<file path="config.mk">
export PLATFORM = sky130hd
export DESIGN_NAME = delay_ring
export DESIGN_NICKNAME = d
export VERILOG_FILES = /design/src/rtl/delay_ring.sv
export SDC_FILE = /design/constraint.sdc
export NUM_CORES = 1
export LEC_CHECK = 0
export ABC_AREA = 0
export CAP_MARGIN = 20
export CORE_MARGIN = 10
export CORE_UTILIZATION = 40
export DETAILED_ROUTE_END_ITERATION = 12
export MAX_ROUTING_LAYER = met4
export SYNTH_ARGS = -nofsm -noshare
export SYNTH_HDL_FRONTEND = slang
export SYNTH_SLANG_ARGS = --single-unit
</file>
<file path="constraint.sdc">
create_clock -name clk -period 4 [get_ports clk]
set_clock_uncertainty 0.1 [all_clocks]
set_input_delay 0.8 -clock clk [delete_from_list [all_inputs] [get_ports clk]]
set_output_delay 0.8 -clock clk [all_outputs]
set_load 0.03 [all_outputs]
</file>
<file path="src/rtl/delay_ring.sv">
// delay_ring: runtime-programmable delay line built on a circular buffer.
//
// Each enabled edge (rst=0, ce=1) writes d into the buffer at the write
// pointer and loads q with the sample written De enabled edges earlier,
// where De = max(dly, 1). A saturating history counter gates q_valid so that
// warm-up slots and pre-reset contents never reach q as valid data.
//
// Ports:
//   clk      system clock, rising edge
//   rst      synchronous active-high reset (priority over ce)
//   ce       clock enable, one sample per enabled edge
//   dly      requested delay in enabled edges (0 behaves as 1)
//   d        input sample
//   q        delayed sample, registered; 0 while not valid
//   q_valid  q holds a genuine delayed sample
module delay_ring #(
  parameter int N  = 16,
  parameter int AW = 5
) (
  input  logic          clk,
  input  logic          rst,
  input  logic          ce,
  input  logic [AW-1:0] dly,
  input  logic [N-1:0]  d,
  output logic [N-1:0]  q,
  output logic          q_valid
);

  localparam int DEPTH = 1 << AW;

  logic [N-1:0]  mem_q [DEPTH];
  logic [AW-1:0] wr_ptr_q, wr_ptr_d;
  logic [AW-1:0] cnt_q, cnt_d;
  logic [AW-1:0] de;
  logic [AW-1:0] rd_addr;
  logic          hit;
  logic [N-1:0]  q_d;
  logic          q_valid_d;

  always_comb begin
    de        = (dly == '0) ? AW'(1) : dly;
    // De >= 1 means the read slot is never the slot being written this edge,
    // so the RAM read always sees committed data and no bypass mux is needed.
    // With De = 2^AW-1 this lands on wr_ptr+1, the oldest retained entry.
    rd_addr   = wr_ptr_q - de;
    // cnt_q holds k-1 (saturated) at enabled edge k, so k > De <=> cnt_q >= De.
    // Saturation at 2^AW-1 is enough because De never exceeds that value.
    hit       = (cnt_q >= de);
    wr_ptr_d  = wr_ptr_q + AW'(1);
    cnt_d     = (cnt_q == '1) ? cnt_q : cnt_q + AW'(1);
    q_d       = hit ? mem_q[rd_addr] : '0;
    q_valid_d = hit;
  end

  // Storage has no reset so it can map onto distributed or block RAM; the
  // history counter makes its post-reset contents irrelevant.
  always_ff @(posedge clk) begin
    if (!rst && ce) begin
      mem_q[wr_ptr_q] <= d;
    end
  end

  always_ff @(posedge clk) begin
    if (rst) begin
      wr_ptr_q <= '0;
      cnt_q    <= '0;
      q        <= '0;
      q_valid  <= 1'b0;
    end else if (ce) begin
      wr_ptr_q <= wr_ptr_d;
      cnt_q    <= cnt_d;
      q        <= q_d;
      q_valid  <= q_valid_d;
    end
  end

endmodule

</file>
==> results.yml <==
cts:
  cts_tree: "yes"
  postCtsSetupRepairBufs: 0
  h-tree-depth: 2
  cts_hold_buffers: 0
  root_buffer: "clkbuf_16"
  clockBufferDepth: 3
  cts.sinks: 539
  insertion_delay_ns: 0.60
  cts.clk_slew.worst_paths_ns: 0.06
  numCtsBuffers: 53
  cts.repair.resized: 0
place:
  place.port_buffers: 40
  place_congestion: 0.764
  hpwl_um: 29300
sta:
  grt_setup_unrepaired: "no"
  fin_tns_setup_ns: 0
  setup_viol: 0
  fmax_mhz: 263
  min_period_ns: 3.81
  maxSlewViolCount: 0
  slew_headroom_pct: 55.9
  finalCritPeriodShare_pct: 95.2
  worst_pin_slew_ns: 0.659
  hold_viol_final: 0
drt:
  via_per_inst: 5.48
  drt-wirelength-per-cell_um: 26.0
  routed_wl_um: 49200
  vias: 10400
  drt_drc_violations_left: 0
  ant_nets: 0
  drt_iter0_drc: 910
  drt-pass1-iter-count: 5
final_layout:
  nNetsFinal: 1203
  syn_to_final_growth_pct: 18.6
  num_antenna_cells: 0
  drive_gt1_share_pct: 30.1
  final_core_util_pct: 47.7
grt:
  grt_max_degree: 33
  grt_pass1_vias: 10800
  grt_first_pass_wirelength_um: 73100
  grt-ovfl-total: 0
  track_usage_pct: 16.2
  antenna_found_initial: 0
die:
  dieArea_sq_um: 62200
  num_io_pins: 41
  die_height_um: 249
  design.core.area_sq_um: 52300
  fp.dieW_um: 249
  num_rows: 84
  start_util_pct: 40.2
synthesis:
  synth_warnings: 0
  ys_ff_latch: 539
  synth_top_area_share_pct: 73.0
  netlist_instances: 988
  synth_ff_type: "edfxtp_1"
  synth_edf_count: 512
  async_flop_share_pct: 0
  synth_area_leader_cell: "edfxtp_1"
  seq_area_frac_synth_pct: 75.6
  synth.avg_cell_area_sq_um: 21.3
  syn_nets: 1028
  yosys-top-cells-area: "edfxtp_1, mux4_2, dfxtp_1"
  yosysUniqueCellTypes: 43
  netlist_area_sq_um: 21100
worst_setup_path:
  endpoint: "q[8]$_SDFFE_PP0P_"
  regToRegEndpoint: "q[8]$_SDFFE_PP0P_"
  ff2ff_setup_slack_ns: 0.64
  end_kind: "flop"
  startpoint: "dly[4]"
  r2r_start: "wr_ptr_q[0]$_SDFFE_PP0P_"
  startpoint_type: "primary input"
  reg2reg_depth: 10
  worstSetupPathType: "in -> reg"
  crit_arrival_ns: 4.21
  path_max_fanout: 18
  cp_data_required_time_ns: 4.40
pwr:
  p_per_area_nw_per_um2: 518
  vdd_ir_drop_max_mv: 0.297
  p_leak_uw: 0.00814
status:
  status: "complete, no violations"
worst_hold_path:
  worst_hold_path_type: "reg -> reg"
job:
  cap_violations: 0
## report_power, final
| part | total [uW] | internal (uW) | leakage [uW] | switching [uW] |
|---|---|---|---|---|
| registers | 6210 | 6200 | 0.00482 | 13.4 |
| logic | 1830 | 881 | 0.00249 | 952 |
| clock network | 4900 | 2800 | 0.000827 | 2100 |
| total | 12900 | 9880 | 0.00814 | 3060 |
## per-layer routing
layer | track usage (%) | up-vias | part of all wire, %
met5 | - | - | 0
met4 | 5.14 | 0 | 2.4
met3 | 2.67 | 74 | 6.2
met2 | 25.4 | 332 | 49
met1 | 21.4 | 5544 | 43
li1 | - | 4434 | -
## metrics by stage
step	cells	hold WS [ns]	area [sq um]	setup slack (ns)	power (uW)
global route	1895	0.411	25000	0.0947	13400
detailed placement	1794	0.363	23200	-0.462	8180
global placement	1794	0.352	23200	-0.432	8170
CTS	1893	0.377	24900	0.178	13100
floorplan	988	0.394	21100	0.669	7360
finish	1895	0.374	25000	0.191	12900
## cell usage after synthesis (2+ instances only)
master    instances
nor2_4            3
xor2_4            2
nand3b_1          3
nand2b_1          3
xnor2_2           2
nand4_1           3
dfxtp_1          27
mux4_2          128
xor2_2            2
buf_4            12
clkbuf_1         16
ha_1             15
edfxtp_1        512
inv_1             7
a21o_1            2
buf_1             2
xor2_1            5
buf_6            11
buf_2            10
nand2_1          71
xnor2_1           3
mux2i_1          35
a32o_1           16
a32oi_1          32
nor2b_1           2
nor2_1           47
## logic make-up (layout without fill, tap and decap cells)
family / after synthesis / count (layout) / synth area share [%]
fa+ha+maj: 16 / 16 / 0.987
mux: 163 / 163 / 15.4
xor+xnor: 14 / 14 / 0.903
simple gates: 141 / 141 / 2.95
compound gates: 57 / 57 / 2.50
flops: 539 / 539 / 75.6
buf+inv: 58 / 277 / 1.70
## cells in the final DEF, fill, tap and decap left out, drive strengths merged, types with 2 or more instances in the layout
cell type / instances
edfxtp: 512
a21oi: 3
clkinv: 16
mux4: 128
nand2b: 4
clkbuf: 74
nor2: 51
buf: 131
xor2: 9
inv: 9
nor2b: 2
a32oi: 32
xnor2: 5
mux2i: 35
a21o: 2
bufinv: 4
dfxtp: 27
o21ai: 2
ha: 15
clkdlybuf4s50: 40
nand2: 72
nand3b: 3
a32o: 16
clkinvlp: 3
nand4: 3
## worst min-delay path by stage
stage	startpoint	endpoint	slack [ns]	depth (start not counted)
finish	q_valid$_SDFFE_PP0P_	q_valid$_SDFFE_PP0P_	0.37	2
floorplan	cnt_q[4]$_SDFFE_PP0P_	cnt_q[4]$_SDFFE_PP0P_	0.39	2
global route	q[15]$_SDFFE_PP0P_	q[15]$_SDFFE_PP0P_	0.41	1
detailed placement	q[0]$_SDFFE_PP0P_	q[0]$_SDFFE_PP0P_	0.36	1
global placement	q[2]$_SDFFE_PP0P_	q[2]$_SDFFE_PP0P_	0.35	1
CTS	q[0]$_SDFFE_PP0P_	q[0]$_SDFFE_PP0P_	0.38	1
## worst max-delay path, stage by stage
cell and delay [ns]:
clkdlybuf4s50_1 0.48, inv_1 0.05, a41o_1 0.28, ha_4 0.19, fa_4 0.81, buf_12 0.18
buf_4 0.18, mux4_2 0.29, mux2i_1 0.28, buf_4 0.18, a32oi_1 0.13, a32o_1 0.31
## area by class of cell
type	count	area [sq um]
timing repair buffer	171	1640
fill	4310	27400
clock buffer	74	1450
clock inverter	25	264
multi-input combinational	391	4820
tap	688	861
sequential	539	15900
inverter	7	26.3
## flip-flops by register name (all words and copies together) (netlist names)
register	cells
cnt_q	5
mem_q	512
wr_ptr_q	5
q_valid	1
q	16
No activity file was read; power rests on OpenSTA's default activity.
